==> src/rtl/apb_gpio.sv <==
// apb_gpio: command-driven APB3 master plus an 8-bit GPIO slave on the same bus.
// Each write sends the last read value plus one.
module apb_gpio (
  input  logic       pclk,
  input  logic       preset_n,
  input  logic [1:0] ctrl_i,
  input  logic [3:0] paddr_i,
  input  logic [7:0] gpio_i,
  output logic       psel_o,
  output logic       penable_o,
  output logic       pwrite_o,
  output logic [3:0] paddr_o,
  output logic [7:0] pwdata_o,
  output logic [7:0] rdata_o,
  output logic [7:0] gpio_o,
  output logic [7:0] gpio_oe
);
  typedef enum logic [1:0] {IDLE, SETUP, ACCESS} state_t;
  state_t     state_q, state_d;
  logic       pwrite_q, pwrite_d;
  logic [3:0] paddr_q, paddr_d;
  logic [7:0] pwdata_q, pwdata_d, rdata_q, rdata_d, out_q, out_d, oe_q, oe_d;
  logic       psel, penable, pready, start, done;
  logic [7:0] prdata;
  assign psel    = state_q != IDLE;
  assign penable = state_q == ACCESS;
  assign pready  = psel & penable;
  assign start   = state_q == IDLE && ctrl_i[0];
  assign done    = state_q == ACCESS && pready;
  // Slave read mux; unmapped addresses and non-read cycles return zero.
  assign prdata = !(psel && !pwrite_q) ? 8'h00 :
                  paddr_q == 4'h0 ? out_q :
                  paddr_q == 4'h1 ? oe_q :
                  paddr_q == 4'h2 ? gpio_i : 8'h00;
  always_comb begin
    state_d  = start ? SETUP : state_q == SETUP ? ACCESS : done ? IDLE : state_q;
    paddr_d  = start ? paddr_i : paddr_q;
    pwrite_d = start ? ctrl_i[1] : pwrite_q;
    pwdata_d = (start && ctrl_i[1]) ? rdata_q + 8'd1 : pwdata_q;
    rdata_d  = (done && !pwrite_q) ? prdata : rdata_q;
    out_d    = (done && pwrite_q && paddr_q == 4'h0) ? pwdata_q : out_q;
    oe_d     = (done && pwrite_q && paddr_q == 4'h1) ? pwdata_q : oe_q;
  end
  always_ff @(posedge pclk) begin
    if (!preset_n) begin
      state_q  <= IDLE;
      pwrite_q <= 1'b0;
      paddr_q  <= 4'h0;
      pwdata_q <= 8'h00;
      rdata_q  <= 8'h00;
      out_q    <= 8'h00;
      oe_q     <= 8'h00;
    end else begin
      state_q  <= state_d;
      pwrite_q <= pwrite_d;
      paddr_q  <= paddr_d;
      pwdata_q <= pwdata_d;
      rdata_q  <= rdata_d;
      out_q    <= out_d;
      oe_q     <= oe_d;
    end
  end
  assign psel_o    = psel;
  assign penable_o = penable;
  assign pwrite_o  = pwrite_q;
  assign paddr_o   = paddr_q;
  assign pwdata_o  = pwdata_q;
  assign rdata_o   = rdata_q;
  assign gpio_o    = out_q;
  assign gpio_oe   = oe_q;
endmodule

==> config.mk <==
export PLATFORM = sky130hd
export DESIGN_NAME = apb_gpio
export DESIGN_NICKNAME = d
export VERILOG_FILES = /design/src/rtl/apb_gpio.sv
export SDC_FILE = /design/constraint.sdc
export NUM_CORES = 1
export LEC_CHECK = 0
export ABC_AREA = 0
export BUFFER_PORTS_ARGS = -buffer_cell sky130_fd_sc_hd__buf_2
export CAP_MARGIN = 20
export CORE_AREA = 2 2 66 68
export DETAILED_ROUTE_END_ITERATION = 16
export DIE_AREA = 0 0 68 70
export HOLD_SLACK_MARGIN = 0.1
export PLACE_DENSITY_LB_ADDON = 0.25
export SLEW_MARGIN = 25
export SYNTH_ARGS = -nofsm -noshare
export SYNTH_HDL_FRONTEND = slang
export SYNTH_SLANG_ARGS = --single-unit
export TNS_END_PERCENT = 30
==> constraint.sdc <==
create_clock -name pclk -period 1.3 [get_ports pclk]
set_clock_uncertainty 0.05 [all_clocks]
set_input_delay 0.26 -clock pclk [delete_from_list [all_inputs] [get_ports pclk]]
set_output_delay 0.26 -clock pclk [all_outputs]
set_load 0.01 [all_outputs]
# Word level (Yosys, flattened, before mapping)
# Cells that the tools add are included.
# W data, S select, Z words.
[totals] ff_bits=39 latchBits=0 mem_bits_rw=0 romBits=0 input_bits=16 output_inout_bits=39 elab_cells=37 n_memories=0
[op_classes] addsub=1 multipliers=0 n_div=0 order_cmp=0 eq_ne=4 shifts=0 muxes=7 bitwise=2 n_reduce_logical=15
[op_table] cell="$mux W8" n=4
[op_table] cell="$add A8 B1 Y8 const B" n=1
[op_table] cell="$logic_and A1 B1 Y1" n=8
[op_table] cell="$eq A4 B1 Y1 const B" n=1
[op_table] cell="$eq A4 B2 Y1 const B" n=1
[op_table] cell="$logic_not A4 Y1" n=1
[op_table] cell="$mux W2" n=2
[op_table] cell="$reduce_bool A2 Y1" n=2
[op_table] cell="$reduce_bool A3 Y1" n=1
[op_table] cell="$eq A2 B1 Y1 const B" n=1
[op_table] cell="$eq A2 B2 Y1 const B" n=1
[op_table] cell="$logic_not A2 Y1" n=1
[op_table] cell="$reduce_or A2 Y1" n=1
[op_table] cell="$and A1 B1 Y1" n=1
[op_table] cell="$logic_not A1 Y1" n=1
[op_table] cell="$mux W1" n=1
[op_table] cell="$not A1 Y1" n=1

# Depth between registers and ports, before layout
# Gate-level depths: netlist of run 1.
[logic_depth] depth_word=6 mapped_depth=7 depth_no_buf=5

# Worst setup path before layout of run 1
# OpenSTA, ideal clock, no wires.
[synth_path] kind="register -> register" from="register state_q[0]" to="register oe_q[0], in the netlist gpio_oe[0]" setup_ns=0.072 arrival_time_ns=1.412 t_required_ns=1.178 path_slack_ns=-0.234 path_stages_with_launch=7 n_path_buf=1 synth_period_minus_slack_ns=1.534 path_cell_list="dfxtp_1 -> inv_1 -> ha_1 -> nor3b_4 -> and4b_1 -> buf_6 -> mux2i_1"
[synth_via] elab_chain_len=5 elab_cells_between_ends=6 classes_between="eq/ne (1); bitwise (1); reduce/logical (4)"
[synth_rtl] element="start, declared" line="19" text="state_t state_q, state_d;"
[synth_rtl] element="start signal, assigned" line="54" text="state_q <= state_d;"
[synth_rtl] element="$eq A2 B2 Y1 *" line="26" text="assign penable = state_q == ACCESS;"
[synth_rtl] element="via penable_o" line="10" text="output logic penable_o,"
[synth_rtl] element="$and A1 B1 Y1" line="27" text="assign pready = psel & penable;"
[synth_rtl] element="$logic_and A1 B1 Y1 *" line="29" text="assign done = state_q == ACCESS && pready;"
[synth_rtl] element="$logic_and A1 B1 Y1 * (2 in series)" line="42" text="oe_d = (done && pwrite_q && paddr_q == 4'h1) ? pwdata_q : oe_q;"
[synth_rtl] element="end signal, assigned" line="52" text="oe_q <= 8'h00;"
[synth_rtl] element="end signal, assigned" line="60" text="oe_q <= oe_d;"
[synth_rtl] element="end, declared" line="22" text="logic [7:0] pwdata_q, pwdata_d, rdata_q, rdata_d, out_q, out_d, oe_q, oe_d;"
# Mark *: on every way through the listed nets, which the timed path passes. The rest lies on a longest branch.
# A chain may end at the register's enable or synchronous reset.

# Worst setup path in the final report of run 1
[layout_path] from="register state_q[1]" to="register oe_q[7], in the netlist gpio_oe[7]"
[layout_via] elab_chain_len=5 elab_cells_between_ends=6 classes_between="eq/ne (1); bitwise (1); reduce/logical (4)"
[layout_rtl] element="$eq A2 B2 Y1 or $reduce_bool A2 Y1 (tied branches)" line="26, 29, 25"
[layout_rtl] element="$and A1 B1 Y1" line="27"
[layout_rtl] element="$logic_and A1 B1 Y1 *" line="29"
[layout_rtl] element="$logic_and A1 B1 Y1 * (2 in series)" line="42"
# Every way passes the cells marked *; elsewhere a longest branch is shown, timed or not.

==> results.md, run 1 <==
- After Yosys synthesis, full adders, half adders and majority gates account for between 2 and 3% of the synthesized area.
- The placement row count is 24.
- The synthesized design contains 0 enable-type register cells.
- The area growth from synthesis to final layout is 37.74%.
- The latest clock arrival within the worst-skew pair is around 300 ps.
- The core footprint is slightly above 4000 µm².
- The final design area excluding fillers is roughly 2500 µm².
- TritonCTS built the clock tree.
- For this configuration, the core starts out at a cell density of ~44%.
- The floorplan step set the die width to 68 µm.
- The flow ran to the end, but the final reports show violations.
- The worst hold path class is input pin to flop.
- The total of endpoints with negative setup slack in the final report is 26.
- The required time of the critical path is approximately 1500 ps.
- The sequential cell area fraction in the yosys report is ~43%.
- The count of pins on the block boundary is 55.
- The net total in the final layout is roughly 290.
- The number of distinct library cell variants in the gate-level netlist after synthesis is 33.
- The die is approximately 70 µm tall.
- The number of sinks driven by the clock tree is 39.
- The area of the die is 4760 µm².
- The number of register bits inferred by synthesis is 39.
- For this run, design rule violations remaining after detail routing come to 0.
- For this block, the routed nets add up to between 4000 and 5000 µm of wire.
- The number of endpoints with negative hold slack in the final report is 0.
- The residual antenna-violating net count after detailed routing is 0.
- In this run, post-CTS hold repair placed 0 buffers.
- Max-cap violations in this run came to 0.
- After synthesis, the cell types taking the most area are dfxtp_1, mux2i_1, nand2_1, a222oi_1, inv_1.
- The count of input and output buffers is 54.
- In the final routed layout, each cell accounts on average for 13.61 µm.
- The detailed-route vias per instance is approximately 5.2.
- The count of inserted antenna diode cells is 0.
- After synthesis, the mean cell area works out to 9.175 µm².
- The initial antenna violation count is 0.
- The first detailed-routing pass ran for 5 iterations.
- Of all flip-flops after synthesis, the portion carrying an async set or reset was 0%.
- STA classifies the critical path startpoint as a flop.
- The worst register-to-register path has a setup slack of -190 ps.
- Yosys printed 0 warnings.
- The top flip-flop cell by instance count after synthesis is dfxtp_1.
- The leftover overflow at the end of global routing is 0.
- The post-synthesis share of cell area spent on xor and xnor gates is about 1.4%.
- The leakage power is between 1 and 1.5 nW.
- IR analysis of the VDD net gives a maximum drop of roughly 0.76 mV.
- The global-route total usage across every layer is between 15 and 20%.
- The cell type contributing the most total cell area after synthesis is dfxtp_1.
- The fraction of the mapped netlist area in compound gates is between 15 and 20%.
- The wire length of the first global-routing pass is between 7000 and 8000 µm.
- The first-iteration detailed-routing DRC count is 91.
- Data arrives at the worst endpoint at between 1500 and 2000 ps.
- For this design the ratio of total power to cell area is 1079 nW/µm².
- The synthesized netlist devotes 18.94% of its cell area to simple gates.
- Derived from the worst setup path, the maximum achievable clock frequency is roughly 0.67 GHz.
- The post-synth design cell area is 1817 µm².
- The worst max-slew margin expressed relative to the limit is between 70% and 80%.
- The max-slew violation count is 0.
- The estimated wirelength of the detail-placed design is about 3200 µm.
- Including well taps, the total number of placed cells is about 320.
- The global placement routability congestion is around 0.72.
- The met3 layer usage reported by global route is between 6 and 7%.
- In the synthesized netlist, mux cells make up ~9.9% of the area.
- The number of clock buffers inserted by TritonCTS is 5.
- For this run, global-route usage on met2 was measured as 30.53%.
- Of all nets on the critical path, the largest fanout is 4.
- The worst setup path is captured at a flop.
- Cells with a size suffix above 1 make up 38.10% of the layout.
- The CTS H-tree depth is 2.
- The most used routing layer is met2.
- Once routing completed, OpenROAD measured the worst setup slack at -188.9 ps.
- The deepest clock path buffer count is 2.
- The share of Yosys cell area claimed by the top area cell type is approximately 43%.
- The smallest clock period supported by the final layout is computed as 1489 ps.
- The checks that failed: negative setup slack.
- The combinational family with the most area after synthesis is simple AND/OR/NAND/NOR gates.
- The worst setup path is of the flop to flop kind.
- After clock tree synthesis, the clock-pin slew on the worst setup and hold paths is ~70 ps.
- The via count is 1674.
- Global routing used between 20% and 30% of the available met1 tracks.
- Entering global routing, the biggest net connects 28 pins.
- The net count after synthesis is approximately 220.
- The commonest cells after synthesis are dfxtp_1, nand2_1, inv_1.
- The post-synthesis cell count is about 200.
- The share of the cycle needed by the critical path after routing is 114.5%.
- The transition at the pin with the smallest max-transition slack is 363.6 ps.
- The via count of the first global-routing pass is about 1500.
- The most common cell in the synthesized netlist is dfxtp_1.
- Setup repair after global routing could not meet its margin everywhere.
- The count of cells in the finished layout, fillers not included, comes to between 300 and 400.
- Once placement finished, the instance area stood at around 2300 µm².
- Clock tree synthesis selected as its root buffer the cell clkbuf_8.
- The tightest hold margin is around 160 ps.
[cell usage in the layout, fill, tap and decap left out, drive strengths merged]
master	instances
a22o	8
o21ai	8
nand4	1
nor2	2
inv	21
or3	3
nor3b	1
a31oi	3
nor2b	2
mux2i	18
clkbuf	6
a21oi	3
and3	1
buf	78
xor2	2
nand2	33
a21boi	6
o211a	2
bufinv	1
nor4	1
a222oi	8
clkinv	1
and4	1
dfxtp	39
a211o	1
nand2b	8
xnor2	1
nand3	9
ha	4
and4b	1
[kinds of logic (layout without fill, tap and decap cells)]
group / Yosys count / count (layout)
muxes: 18 / 18
DFF: 39 / 39
and+or+nand+nor: 63 / 63
buffers and inverters: 32 / 107
AOI/OAI and AO/OA: 39 / 39
adders and majority gates: 4 / 4
xor gates and xnor gates: 3 / 3
[power breakdown]
group / internal (mW) / leakage, nW / switching (mW)
logic: 0.198 / 0.778 / 0.194
clock network: 0.621 / 0.0612 / 0.428
registers: 1.22 / 0.319 / 0.0342
total: 2.04 / 1.16 / 0.656
[final cells by class]
cell class                 instances  area, µm²
tap                               52      65.06
inverter                          21      81.33
clock buffer                       6      82.58
clock inverter                     2      35.03
timing repair buffer              78      510.5
fill                             361       1642
sequential                        39      795.8
multi-input combinational        127      932.1
[worst max-delay path, cell delays in order (launching register included)]
cell and delay (ps):
dfxtp_4 360, buf_6 90, ha_4 110, nor3b_4 200, and4b_1 290, buf_6 150, mux2i_1 170
[per-stage QoR]
step	util (%)	TNS, ps	setup WS (ps)	power (mW)
2_1_floorplan	-	-1791	-111.4	1.486
3_3_place_gp	55.40	-1667	-93.49	1.639
3_5_place_dp	55.40	-2334	-110.2	1.644
4_1_cts	59.84	-3140	-176.4	2.703
5_1_grt	60.39	-5584	-314.1	2.802
6_report	60.39	-3051	-188.9	2.700
[what timing repair did]
item                                    in CTS  in global routing
gates resized for setup                     18                 10
pin swaps                                    3                  3
setup buffers                                1                  0
endpoints found under the setup margin      43                 39
[registers in the layout (all words and copies together), names as in the netlist]
signal	cells
paddr_o	4
pwrite_o	1
gpio_o	8
rdata_o	8
pwdata_o	8
gpio_oe	8
state_q	2
[path summary, 6_finish.rpt]
kind,start,end,cells after the start
setup / recovery,state_q[1],gpio_oe[7],6
hold / removal,paddr_i[2],paddr_o[2],3
setup reg to reg,state_q[1],gpio_oe[7],6
hold reg to reg,gpio_o[6],gpio_o[6],2
[routing by layer]
| metal | share of wire (%) | up-vias |
|---|---|---|
| li1 | - | 845 |
| met1 | 47 | 785 |
| met2 | 47 | 40 |
| met3 | 5.0 | 4 |
| met4 | 1.4 | 0 |
| met5 | 0 | - |
(Power assumes the default switching activity.)
==> run 2: changes to the inputs <==
Settings changed: CELL_PAD_IN_SITES_DETAIL_PLACEMENT from default to 2, CELL_PAD_IN_SITES_GLOBAL_PLACEMENT from default to 2, CORE_AREA 2 2 66 68 to 2 2 86 88, DIE_AREA 0 0 68 70 to 0 0 88 90, HOLD_SLACK_MARGIN 0.1 to default.
==> run 2 against run 1 <==
  * The flow still finishes with violations (negative setup slack)
  * Sequential cell count did not move
  * Total power increased by 3.4%
  * Register-to-register slack worse by 20 ps
  * Die area is 66% higher
  * Critical endpoint is now gpio_o[6]
==> results.md, run 2 (same netlist as run 1, synthesis figures left out) <==
- Run status: finished with violations (unchanged).
- Violations in the final reports: negative setup slack (unchanged).
- The number of endpoints with negative hold slack in the final report is 0 (unchanged).
- The number of maximum-capacitance constraint violations came to 0 (unchanged).
- The global-route total usage across every layer is 16.30% (was 19.94%).
- The summed negative setup slack over all endpoints is -4830 ps (was -3051 ps).
- The worst max-slew margin expressed relative to the limit is 73.73% (was 75.76%).
- The count of input and output buffers is 54 (unchanged).
- The source of the worst register-to-register timing path is state_q[0] (was state_q[1]).
- The final critical-path required period is 1506 ps (was 1489 ps).
- The wire length of the first global-routing pass is 9970 µm (was 7093 µm).
- The total of endpoints with negative setup slack in the final report was 36 (was 26).
- The detailed-route vias per instance is 4.556 (was 5.151).
- The core utilization of the finished layout is 37.91% (was 60.39%).
- The count of hold-fix buffers inserted at cts was 0 (unchanged).
- The fmax is 0.6639 GHz (was 0.6716 GHz).
- RSZ-0062 raised after global routing: yes (unchanged).
- The worst vdd rail ir drop is 0.4233 mV (was 0.7601 mV).
- The DRC violation count after routing is 0 (unchanged).
- The deepest clock path buffer count is 2 (unchanged).
- The minimum setup slack in the final design is -206.3 ps (was -188.9 ps).
- The critical path endpoint category is a flop (unchanged).
- The area growth from synthesis to final layout is 46.49% (was 37.74%).
- The most common cell after layout, fill and taps aside is buf_2 (unchanged).
- The worst-path maximum fanout is 8 (was 4).
- The count of pins on the block boundary came to 55 (unchanged).
- The initial antenna violation count was 0 (unchanged).
- The final wirelength was 6146 µm (was 4422 µm).
- The die outline height came to 90 µm (was 70 µm).
- The placement-stage cell area is 2407 µm² (was 2296 µm²).
- The share of the cycle needed by the critical path after routing is 115.9% (was 114.5%).
- The maximum number of pins on one net before global-route repair is 24 (was 28).
- The classification of the worst setup path was flop to flop (unchanged).
- The first-iteration detailed-routing DRC count came to 44 (was 91).
- The number of standard cells in the final layout excluding fillers was 383 (was 325).
- The starting utilization of the core area is 25.88% (was 43.84%).
- The residual antenna-violating net count after detailed routing came to 0 (unchanged).
- The launch instance of the worst min-delay path is paddr_i[3] (was paddr_i[2]).
- The leftover overflow at the end of global routing is 0 (unchanged).
- The share of post-route cells with drive strength above 1 is 43.31% (was 38.10%).
- The final design area excluding fillers is 2661 µm² (was 2502 µm²).
- The transition at the pin with the smallest max-transition slack was 394.1 ps (was 363.6 ps).
- The CTS tree is yes (unchanged).
- The setup slack after placement is -139.7 ps (was -110.2 ps).
- The cell depth of the worst hold path is 3 (unchanged).
- The leakage power is 1.219 nW (was 1.158 nW).
- The via count is 1745 (was 1674).
- The estimated wirelength of the detail-placed design is 4403 µm (was 3180 µm).
- The net total in the final layout came to 303 (was 292).
- The core footprint is 7020 µm² (was 4144 µm²).
- The count of inserted antenna diode cells is 0 (unchanged).
- The arrival time of data at the critical path endpoint is 1630 ps (was 1660 ps).
- The via count of the first global-routing pass is 1919 (was 1548).
- The placement row count is 31 (was 24).
- The worst hold path class is input pin to flop (unchanged).
- The number of sinks driven by the clock tree was 39 (unchanged).
- The cell count after placement was 370 (was 316).
- The power density over the cells came to 1050 nW/µm² (was 1079 nW/µm²).
- The area of the die is 7920 µm² (was 4760 µm²).
- The CTS H-tree depth is 2 (unchanged).
- The kind of start point of the critical path is a flop (unchanged).
- Leading cell types in the layout, fill and taps excluded: buf_2, nand2_1, dfxtp_1 (was buf_2, dfxtp_1, nand2_1).
- The first-pass detailed-route iteration total is 4 (was 5).
- The launching instance or port of the critical path is state_q[0] (was state_q[1]).
- The latest clock arrival within the worst-skew pair is 290 ps (was 300 ps).
- The die boundary width is 88 µm (was 68 µm).
- The max-slew violation count is 0 (unchanged).
- The number of clock buffers inserted by TritonCTS is 5 (unchanged).
- The required time of the critical path is 1430 ps (was 1470 ps).
- The clock-pin slew on the worst setup and hold paths came to 80 ps (was 70 ps).
- The average detailed-routed wire length per instance is 16.05 µm (was 13.61 µm).
- The fill cell total of the finished layout is 799 (was 361).
- The worst reg-to-reg path cell count came to 7 (was 6).
- The global placement routability congestion was 0.7406 (was 0.7222).
- The clock root buffer is clkbuf_8 (unchanged).
==> run 2: what timing repair did <==
action	CTS	global route
buffers inserted	3	3
setup endpoints to repair	44	45
endpoints found under the hold margin	0	0
resized for setup	29	11
pin swaps	2	2
==> run 2: final timing paths <==
kind | slack [ps] | to
setup / recovery | -210 | gpio_o[6]
hold / removal | 160 | paddr_o[3]
setup reg to reg | -210 | gpio_o[6]
hold reg to reg | 430 | gpio_oe[6]
==> run 2: metal layers <==
layer | up-vias | wire length [µm] | track usage (%)
met5 | - | 0 | 0
met4 | 0 | 51 | 3.846
met3 | 4 | 221 | 3.673
met2 | 33 | 3215 | 28.91
met1 | 854 | 2657 | 19.59
li1 | 854 | - | -
==> run 2: layout make-up <==
cell class	count	area, µm²	area share [%]
sequential	39	793.3	29.81
inverter	21	83.83	3.150
timing repair buffer	89	584.3	21.96
multi-input combinational	127	958.4	36.01
tap	99	123.9	4.654
clock inverter	2	35.03	1.316
clock buffer	6	82.58	3.103
==> run 2: per-stage QoR <==
stage,power (mW),hold WS [ps]
2_1_floorplan,1.486,366.1
3_3_place_gp,1.674,413.8
3_5_place_dp,1.685,426.2
4_1_cts,2.797,168.7
5_1_grt,2.934,179.0
6_report,2.793,164.5
==> run 2: critical path, stage by stage (launching register included) <==
cell and delay (ps):
dfxtp_2 340, inv_4 80, ha_4 130, nor3b_4 210
buf_4 150, buf_6 90, nand3_4 170, mux2i_1 170
==> run 2: report_power, final <==
part | switching, mW | internal (mW) | total [mW]
logic | 0.230 | 0.235 | 0.465
clock network | 0.444 | 0.621 | 1.07
registers | 0.0361 | 1.23 | 1.26
